## src/rtl/branch_resolve_unit.sv

```systemverilog
// Branch resolve unit: execute-stage consumer of comparator flags.
// Resolves bne/blt, computes the branch target, drives a registered redirect
// to fetch, holds squash for FLUSH_CYCLES cycles after a taken branch, and
// raises add/addi/sub overflow exceptions with their rstatus code.
//
// state  | meaning
// -------+------------------------------------------------------------
// IDLE   | accepting instructions; branches and exceptions act
// SQUASH | wrong-path window; valid_in ignored, counter runs down to 0
module branch_resolve_unit #(
    parameter int PC_WIDTH     = 32,
    parameter int IMM_WIDTH    = 17,
    parameter int FLUSH_CYCLES = 2
) (
    input  logic                 clock,
    input  logic                 reset,
    input  logic                 valid_in,
    input  logic                 op_bne,
    input  logic                 op_blt,
    input  logic                 op_add,
    input  logic                 op_addi,
    input  logic                 op_sub,
    input  logic                 is_not_equal,
    input  logic                 is_less_than,
    input  logic                 overflow,
    input  logic [PC_WIDTH-1:0]  pc_plus1,
    input  logic [IMM_WIDTH-1:0] imm,
    output logic                 redirect,
    output logic [PC_WIDTH-1:0]  redirect_pc,
    output logic                 squash,
    output logic                 exc_valid,
    output logic [31:0]          exc_code
);

    typedef enum logic {
        S_IDLE   = 1'b0,
        S_SQUASH = 1'b1
    } state_t;

    // Counter loads FLUSH_CYCLES-1: the redirect cycle itself is the first squash cycle.
    localparam logic [3:0] CNT_LOAD = 4'(FLUSH_CYCLES - 1);
    // A single-cycle flush is fully covered by the redirect cycle, so no SQUASH visit.
    localparam state_t TAKEN_NEXT = (FLUSH_CYCLES > 1) ? S_SQUASH : S_IDLE;

    state_t               r_state;
    logic [3:0]           r_count;
    logic                 r_redirect;
    logic [PC_WIDTH-1:0]  r_redirect_pc;
    logic                 r_squash;
    logic                 r_exc_valid;
    logic [31:0]          r_exc_code;

    state_t               w_state_nxt;
    logic [3:0]           w_count_nxt;
    logic                 w_redirect_nxt;
    logic [PC_WIDTH-1:0]  w_redirect_pc_nxt;
    logic                 w_squash_nxt;
    logic                 w_exc_valid_nxt;
    logic [31:0]          w_exc_code_nxt;

    logic                 w_is_branch;
    logic                 w_taken;
    logic [1:0]           w_arith_code;
    logic                 w_exc;
    logic [PC_WIDTH-1:0]  w_target;

    // Opcode decode with fixed priority bne > blt > add > addi > sub.
    always_comb begin
        w_is_branch  = op_bne | op_blt;
        w_taken      = valid_in & (op_bne ? is_not_equal : (op_blt & is_less_than));
        w_arith_code = 2'd0;
        if (op_add) begin
            w_arith_code = 2'd1;
        end else if (op_addi) begin
            w_arith_code = 2'd2;
        end else if (op_sub) begin
            w_arith_code = 2'd3;
        end
        w_exc    = valid_in & ~w_is_branch & overflow & (w_arith_code != 2'd0);
        w_target = pc_plus1 + {{(PC_WIDTH-IMM_WIDTH){imm[IMM_WIDTH-1]}}, imm};
    end

    // State register plus registered outputs; reset aborts any squash at once.
    always_ff @(posedge clock or posedge reset) begin
        if (reset) begin
            r_state       <= S_IDLE;
            r_count       <= 4'd0;
            r_redirect    <= 1'b0;
            r_redirect_pc <= '0;
            r_squash      <= 1'b0;
            r_exc_valid   <= 1'b0;
            r_exc_code    <= 32'd0;
        end else begin
            r_state       <= w_state_nxt;
            r_count       <= w_count_nxt;
            r_redirect    <= w_redirect_nxt;
            r_redirect_pc <= w_redirect_pc_nxt;
            r_squash      <= w_squash_nxt;
            r_exc_valid   <= w_exc_valid_nxt;
            r_exc_code    <= w_exc_code_nxt;
        end
    end

    // Next-state and flush counter.
    always_comb begin
        w_state_nxt = r_state;
        w_count_nxt = r_count;
        case (r_state)
            S_IDLE: begin
                if (w_taken) begin
                    w_state_nxt = TAKEN_NEXT;
                    w_count_nxt = CNT_LOAD;
                end
            end
            S_SQUASH: begin
                if (r_count == 4'd0) begin
                    w_state_nxt = S_IDLE;
                end else begin
                    w_count_nxt = r_count - 4'd1;
                end
            end
            default: begin
                w_state_nxt = S_IDLE;
                w_count_nxt = 4'd0;
            end
        endcase
    end

    // Next output values; in SQUASH the instruction stream is wrong-path and ignored.
    always_comb begin
        w_redirect_nxt    = 1'b0;
        w_squash_nxt      = 1'b0;
        w_exc_valid_nxt   = 1'b0;
        if (r_state == S_IDLE) begin
            w_redirect_nxt  = w_taken;
            w_squash_nxt    = w_taken;
            w_exc_valid_nxt = w_exc;
        end else begin
            w_squash_nxt    = (r_count != 4'd0);
        end
        w_redirect_pc_nxt = w_redirect_nxt ? w_target : r_redirect_pc;
        w_exc_code_nxt    = w_exc_valid_nxt ? {30'd0, w_arith_code} : r_exc_code;
    end

    assign redirect    = r_redirect;
    assign redirect_pc = r_redirect_pc;
    assign squash      = r_squash;
    assign exc_valid   = r_exc_valid;
    assign exc_code    = r_exc_code;

endmodule

```

## config.mk

```make
export PLATFORM = sky130hd
export DESIGN_NAME = branch_resolve_unit
export DESIGN_NICKNAME = d
export VERILOG_FILES = /design/src/rtl/branch_resolve_unit.sv
export SDC_FILE = /design/constraint.sdc
export NUM_CORES = 1
export LEC_CHECK = 0
export ABC_CLOCK_PERIOD_IN_PS = 2500
export CORE_MARGIN = 1.5
export CORE_UTILIZATION = 28
export CTS_CLUSTER_SIZE = 24
export DETAILED_ROUTE_END_ITERATION = 8
export GPL_TIMING_DRIVEN = 0
export PLACE_DENSITY = 0.65
export SLEW_MARGIN = 10
export SYNTH_ARGS = -nofsm -noshare
export SYNTH_HDL_FRONTEND = slang
export SYNTH_SLANG_ARGS = --single-unit
```

## constraint.sdc

```tcl
create_clock -name clock -period 2.5 [get_ports clock]
set_input_delay 0.5 -clock clock [delete_from_list [all_inputs] [get_ports clock]]
set_output_delay 0.5 -clock clock [all_outputs]
set_load 0.03 [all_outputs]
```

* Yosys cells after proc, flatten, opt, wreduce, memory -nomap -nowiden *
Cells that the tools add are included.

storage, ports and cells
  register bits after elaboration = 42

cells by class
  add/sub/neg operators = 2
  eq/ne operators = 2
  muxes and demuxes = 13
  bitwise gates (word level) = 8
  reduce and logical (&&, ||, !) cells = 4

operator list
  cell                   count
  $add A32 B32 Y32       1
  $mux W4                2
  $pmux W4 S2            1
  $mux W1                6
  $mux W2                3
  $and A1 B1 Y1          5
  $logic_not A4 Y1       1
  $ne A2 B2 Y1 const B   2
  $reduce_bool A4 Y1     1
  $sub A4 B1 Y4 const B  1
  $not A1 Y1             2
  $pmux W1 S2            1
  $reduce_and A2 Y1      1
  $reduce_bool A2 Y1     1
  $or A1 B1 Y1           1

* Logic depth before layout (Yosys ltp) *
Gate-level depths: netlist of the first run.

  depth after elaboration = 6
  mapped depth = 9
  mapped depth without buffers = 9

* Worst setup path before layout of the first run *
Ideal clock, no wire load.

  kind = input to register
  start point = input port pc_plus1[0]
  end point = register r_redirect_pc[28], in the netlist redirect_pc[28]
  arrival = 2.355 ns
  setup slack = 0.012 ns
  cell stages on the path = 9
  cell sequence = ha_1 -> fa_1 -> a21o_1 -> a211o_1 -> nand2_1 -> a311oi_4 -> o31ai_1 -> xor2_1 -> o21ai_0

on the way
  cells in the longest elaborated chain, start to end = 1

RTL lines
  element               RTL line  text
  start, declared       26        input logic [PC_WIDTH-1:0] pc_plus1,
  $add A32 B32 Y32      80        w_target = pc_plus1 + {{(PC_WIDTH-IMM_WIDTH){imm[IMM_WIDTH-1]}}, imm};
  end signal, assigned  97        r_redirect_pc <= w_redirect_pc_nxt;
  end, declared         48        logic [PC_WIDTH-1:0] r_redirect_pc;

Every way passes these cells.
A chain may end at the register's enable or synchronous reset.

* Worst setup path after layout of the first run *
Same ends and word-level chain as after synthesis.

==> results of run 1 <==
==> metal layers <==
metal  up-vias  GRT usage [%]  wire length [um]
met2       110           26.4              5360
met4         0           6.33               194
li1       1740              -                 -
met3        11           2.38               491
met5         -              0                 0
met1      1673           18.2              4600
==> layout by cell type (no fill, tap or decap), types with 3 or more instances in the layout <==
cell,count
a211o_1,5
o21ai_1,6
conb_1,30
inv_1,9
and3_1,3
clkbuf_16,5
o21a_1,4
o211ai_1,3
o21ai_0,27
dfrtp_1,41
nand4_1,7
a21oi_1,32
a21o_1,14
clkdlybuf4s50_1,65
a21oi_2,6
ha_4,17
xor2_1,15
nand2_1,63
buf_6,5
o21bai_1,5
o21ai_2,4
clkbuf_2,3
ha_1,14
dlymetal6s2s_1,25
xnor2_1,12
clkbuf_1,6
nand2_2,3
nand3_1,10
o31ai_2,3
buf_4,55
nor2_1,13
==> layout make-up <==
type | instances | area share [%]
flip-flops and latches | 41 | 18.2
clock buffers | 6 | 2.29
clock inverters | 2 | 0.689
well taps | 168 | 3.73
plain buffers | 40 | 5.09
repair buffers | 123 | 21.8
multi-input cells | 348 | 47.5
inverters | 11 | 0.733
==> how the worst min path moves through the flow <==
| stage | slack (ps) | from | end | cells past startpoint |
|---|---|---|---|---|
| 2_1_floorplan | 470 | r_count[0] | r_count[0] | 1 |
| 3_3_place_gp | 460 | redirect_pc[16] | redirect_pc[16] | 2 |
| 3_5_place_dp | 460 | redirect_pc[0] | redirect_pc[0] | 2 |
| 4_1_cts | 480 | redirect_pc[0] | redirect_pc[0] | 2 |
| 5_1_grt | 500 | redirect_pc[6] | redirect_pc[6] | 2 |
| 6_report | 480 | redirect_pc[18] | redirect_pc[18] | 2 |
==> logic make-up (layout without fill, tap and decap cells) <==
group | count (synthesis) | after routing | share of synthesized area (%)
muxes | 1 | 1 | 0.289
other | 1 | 30 | 0.108
buffers and inverters | 52 | 182 | 9.02
DFF | 41 | 41 | 29.6
AOI/OAI and AO/OA | 134 | 134 | 25.7
xor gates and xnor gates | 27 | 27 | 6.82
adders and majority gates | 33 | 33 | 12.1
and+or+nand+nor | 123 | 123 | 16.3
==> where the power goes <==
part           leakage, uW  switching (uW)  internal, uW
clock            0.0000810             269           473
sequential        0.000512             200           974
combinational      0.00206            1400          1040
total              0.00265            1870          2490
==> through the flow <==
stage / TNS [ps] / std cells / worst slack, ps
final: -55.1 / 739 / -35.5
after global routing: -172 / 739 / -78.3
after CTS: -160 / 715 / -44.8
after detailed placement: -13760 / 706 / -899
after global placement: -13000 / 705 / -898
after floorplan: 0 / 441 / 11.5
==> worst reg2reg max path, cell delays in order (launching register included) <==
cell and delay [ps]:
dfrtp_1 410, nand2b_1 150, a21o_1 140, clkbuf_1 380, clkinv_1 350, nand4_1 210, o311ai_2 120
==> sequential cells by signal, summed over array words and instances (netlist names) <==
name         flops
squash           1
r_count          4
exc_valid        1
redirect         1
redirect_pc     32
exc_code         2
==> repair_timing <==
item	4_1_cts	5_1_grt
gates resized for setup	41	92
endpoints found under the setup margin	20	21
pin swaps	13	47
buffers inserted	1	25
cloned	0	0
==> run_results.csv, run 1 <==
group,metric,value,unit
status,status,"complete, but fails checks",
status,failed_checks,"negative setup slack",
synthesis,synth.largest_area_cell,"dfrtp_1",
clock_network,cts_root_buffer,"clkbuf_16",
cells_and_area,drive_above_1_share,23.6,%
cells_and_area,fin_area,5630,um^2
clock_network,cts_max_level,2,
clock_network,holdBufCountCts,0,
timing,max-slew-margin-rel,46.4,%
grt,grt_start_max_net_pins,25,
cells_and_area,nets,663,
timing,tightest_slew,793,ps
floorplan,pin_count,127,
drt,vias,3534,
power_and_ir_drop,power_density,773,nW/um^2
setup_path,startpoint,"pc_plus1[0]",
setup_path,worstReg2RegEnd,"redirect_pc[27]",
cells_and_area,post-route-util,46.7,%
cells_and_area,area_growth,62.4,%
synthesis,synthesis.area,3470,um^2
power_and_ir_drop,power,4350,uW
grt,grt_pass1_wl,15.6,mm
cells_and_area,multi_input_area,2670,um^2
timing,hold_violations,0,
synthesis,syn_inst,412,
cells_and_area,seqCellArea,1030,um^2
synthesis,syn_area_per_cell,8.42,um^2
setup_path,critPathRequiredTime,2650,ps
timing,slew_viol_final,0,
floorplan,die_area,13100,um^2
job,maxCapViolCount,0,
setup_path,worstRegToRegCells,6,
timing,fin_ws,-35.5,ps
synthesis,synth_top_area_share,29.6,%
setup_path,crit_path_start_kind,"primary input",
drt,ant_nets,0,
synthesis,synth.yosys.warnings,0,
setup_path,cp-end-kind,"register",
floorplan,coreArea,12100,um^2
drt,wl,10.7,mm
timing,clock_skew,6.03,ps
clock_network,path_clk_slew,60,ps
drt,routedWlPerCell,14.4,um
synthesis,async_flop_share,100,%
synthesis,synthTopCellsByCount,"nand2_1, dfrtp_1, a21oi_1, ha_1, o21ai_0",
setup_path,criticalPathCategory,"primary input to register",
placed_design,io_buffer_count,96,
setup_path,r2r_start,"squash",
drt,drc,0,
grt,overflow,0,
hold_path,hold_class,"register to register",
clock_network,tritoncts,"built",
drt,initialDrtViolationCount,131,
setup_path,cp.depth,12,
synthesis,yosysUniqueCellTypes,58,
setup_path,slowest_delay,370,ps
cells_and_area,diodes,0,
setup_path,cp-endpoint,"redirect_pc[28]",
grt,grt_usage,15.0,%
setup_path,crit_family,"compound AO/OA/AOI/OAI gates",
drt,vias_per_cell,4.78,
placed_design,dpl-instance-area,4770,um^2
placed_design,routabilityCongestion,0.894,
timing,max_freq,394,MHz
timing,holdWs,478,ps
floorplan,start_util,28.8,%
synthesis,synth_seq_cells,41,
synthesis,synth_edf_count,0,
clock_network,cts_buffers,5,
setup_path,r2r_setup_slack,600,ps
power_and_ir_drop,p_leak,0.00265,uW
grt,antenna_found_initial,0,
timing,layout_min_cycle_time,2540,ps
clock_network,clockBufferDepth,2,
floorplan,die_w,114,um
placed_design,dp_hpwl,7.75,mm
timing,setup_viol,2,
timing,fin_crit_sh,101,%
timing,rsz0062_at_grt,"yes",
cells_and_area,fillCellCount,1152,
power_and_ir_drop,vdd_drop_max,0.000289,V
synthesis,synthFlopType,"dfrtp_1",
drt,first_pass_iters,4,
clock_network,clock-sinks,41,
floorplan,num_rows,40,
setup_path,cp_num_buf_inv,3,
setup_path,slowest_stage,"a211o_1",
setup_path,arrival,2690,ps
setup_path,crit_path_max_fanout,3,
setup_path,crit_chain,"clkbuf_2 > ha_4 > fa_2 > a21o_1 > a211o_1 > nand2_2 > a311oi_4 > buf_4 > buf_6 > o31ai_4 > xor2_1 > o21ai_1",
clock_network,clk_latency,290,ps
grt,grt_pass1_vias,3246,
synthesis,yosysMostFrequentCell,"nand2_1",
synthesis,ys_seq_area_share,29.6,%
floorplan,die_h,114,um
synthesis,synthTopCellsByArea,"dfrtp_1, ha_1, nand2_1, buf_4, a21oi_1",
No activity file was read; power rests on OpenSTA's default activity.
==> run 2: changes to the inputs <==
--- a/config.mk
+++ b/config.mk
@@ -5,10 +5,8 @@
 export SDC_FILE = /design/constraint.sdc
 export NUM_CORES = 1
 export LEC_CHECK = 0
-export ABC_CLOCK_PERIOD_IN_PS = 2500
 export CORE_MARGIN = 1.5
 export CORE_UTILIZATION = 28
-export CTS_CLUSTER_SIZE = 24
 export DETAILED_ROUTE_END_ITERATION = 8
 export GPL_TIMING_DRIVEN = 0
 export PLACE_DENSITY = 0.65
==> constraint.sdc (replaced) <==
create_clock -name clock -period 2.4 [get_ports clock]
set_input_delay 0.48 -clock clock [delete_from_list [all_inputs] [get_ports clock]]
set_output_delay 0.48 -clock clock [all_outputs]
set_load 0.03 [all_outputs]
==> run 2 against run 1 <==
Compared with the run above:
- the flow still finishes with violations (negative setup slack)
- sequential cell count did not move
- non-clock buffer count fell by 6
- setup slack got worse by 20 ps
- worst hold slack improved by 0.81 ps
- design area fell by 0.67%
- clock skew rose by 1.2 ps
- combinational power rose by 3%
- cell count fell by 0.68%
- register-to-register slack barely moved
- critical endpoint unchanged
- largest power group unchanged
- highest routed layer unchanged
==> run_results.csv, run 2 (synthesized netlist as in run 1, its figures left out) <==
group,metric,value,unit
setup_path,crit_path_start_kind,"primary input",
setup_path,slowest_delay,390,ps
cells_and_area,drive_above_1_share,24.1,%
placed_design,routabilityCongestion,0.916,
clock_network,cts_buffers,5,
grt,grt_pass1_vias,3298,
setup_path,cp-endpoint,"redirect_pc[28]",
hold_path,min_path_cells,2,
setup_path,r2r_start,"squash",
timing,max-slew-margin-rel,50.5,%
clock_network,clk_latency,290,ps
timing,rsz0062_at_grt,"yes",
placed_design,pre_cts_ws,-987,ps
cells_and_area,multi_input_area,2700,um^2
clock_network,clock-sinks,41,
floorplan,num_rows,40,
clock_network,cts_root_buffer,"clkbuf_16",
drt,drc,0,
setup_path,cpMostUsedCell,"buf_6",
timing,slew_viol_final,0,
placed_design,dp_hpwl,7.78,mm
grt,overflow,0,
floorplan,die_w,114,um
timing,layout_min_cycle_time,2460,ps
status,status,"complete, but fails checks",
timing,setup_viol,2,
timing,tns,-69.2,ps
cells_and_area,nets,657,
setup_path,worstRegToRegCells,6,
cells_and_area,largest_reg_flops,32,
floorplan,pin_count,127,
clock_network,cts_max_level,2,
setup_path,cp-end-kind,"register",
timing,max_freq,407,MHz
drt,ant_nets,0,
grt,grt_usage,15.1,%
clock_network,path_clk_slew,60,ps
status,failed_checks,"negative setup slack",
job,maxCapViolCount,0,
timing,fin_crit_sh,102,%
drt,initialDrtViolationCount,118,
hold_path,worstHoldStart,"redirect_pc[25]",
placed_design,io_buffer_count,96,
power_and_ir_drop,vdd_drop_max,0.000324,V
setup_path,startpoint,"pc_plus1[0]",
grt,grt_pass1_wl,15.7,mm
drt,first_pass_iters,4,
setup_path,crit_path_max_fanout,5,
cells_and_area,final_cell_mix,"nand2_1, clkdlybuf4s50_1, buf_4",
floorplan,die_h,114,um
floorplan,die_area,13100,um^2
hold_path,hold_class,"register to register",
grt,antenna_found_initial,1,
floorplan,start_util,28.8,%
timing,clock_skew,7.22,ps
drt,vias_per_cell,4.76,
setup_path,criticalPathCategory,"primary input to register",
timing,hold_violations,0,
drt,routedWlPerCell,14.2,um
drt,vias,3491,
cells_and_area,fillCellCount,1181,
clock_network,holdBufCountCts,0,
timing,fin_ws,-55.9,ps
clock_network,clockBufferDepth,2,
grt,grt_start_max_net_pins,25,
power_and_ir_drop,power_density,793,nW/um^2
cells_and_area,seqCellArea,1030,um^2
setup_path,r2r_setup_slack,590,ps
setup_path,crit_chain,"buf_6 > ha_4 > fa_2 > a21o_1 > a211o_1 > nand2_2 > a311oi_4 > buf_6 > buf_6 > o31ai_4 > xor2_1 > o21ai_1",
timing,tightest_slew,732,ps
setup_path,worstReg2RegEnd,"redirect_pc[27]",
power_and_ir_drop,p_leak,0.00259,uW
setup_path,arrival,2610,ps
power_and_ir_drop,power,4440,uW
cells_and_area,post-route-util,46.4,%
setup_path,critPathRequiredTime,2550,ps
drt,wl,10.5,mm
cells_and_area,final_common_cell,"nand2_1",
setup_path,slowest_stage,"fa_2",
cells_and_area,area_growth,61.3,%
floorplan,coreArea,12100,um^2
clock_network,tritoncts,"built",
-- run 2: cell count changes in the layout (fill, tap and decap cells not counted), sizes merged --
cell / change
dlymetal6s2s: -5
clkbuf: -1
dlygate4sd2: +9
clkdlybuf4s50: -3
clkinv: +1
bufinv: -1
diode: +1
buf: -6
-- run 2: layout make-up --
cell class	instances	share of cell area [%]
Sequential cell	41	18.3
Antenna cell	1	0.0447
Tap cell	168	3.76
Multi-Input combinational cell	348	48.3
Clock inverter	2	0.246
Clock buffer	6	2.48
Timing Repair Buffer	118	21.2
Inverter	11	0.738
Buffer	39	4.92
-- run 2: timing repair --
action | CTS | global route
endpoints found under the setup margin | 20 | 18
pin swaps | 29 | 35
resized for setup | 80 | 54
setup buffers | 9 | 12
-- run 2: worst max-delay path, delay by kind of cell --
family                   cells  cell delay (ps)
AND/OR/NAND/NOR              1              120
adder cells (fa/ha/maj)      2              550
buffers and inverters        3              360
AO/OA/AOI/OAI                5              930
XOR/XNOR                     1              190
-- run 2: stage by stage --
step | hold slack [ps] | cells | cell area [um^2]
3_3_place_gp | 464 | 705 | 4760
3_5_place_dp | 470 | 706 | 4780
6_report | 479 | 734 | 5590
5_1_grt | 501 | 734 | 5590
2_1_floorplan | 472 | 441 | 3590
4_1_cts | 483 | 721 | 5280
-- run 2: worst min path at each step --
stage and end:
2_1_floorplan r_count[0], 3_3_place_gp redirect_pc[12], 3_5_place_dp redirect_pc[25], 4_1_cts redirect_pc[25]
5_1_grt redirect_pc[25], 6_report redirect_pc[25]
-- run 2: per-layer routing --
| layer | share of wire [%] | up-vias | GRT usage (%) |
|---|---|---|---|
| met5 | 0 | - | 0 |
| met2 | 49 | 112 | 26.2 |
| met4 | 2.8 | 0 | 6.58 |
| met1 | 44 | 1632 | 18.9 |
| li1 | - | 1726 | - |
| met3 | 4.7 | 21 | 2.06 |
-- run 2: power breakdown --
part           internal [uW]  total (uW)  switching [uW]  leakage [uW]
clock network            413         688             274     0.0000768
registers               1020        1230             212      0.000512
logic                   1070        2520            1450       0.00200
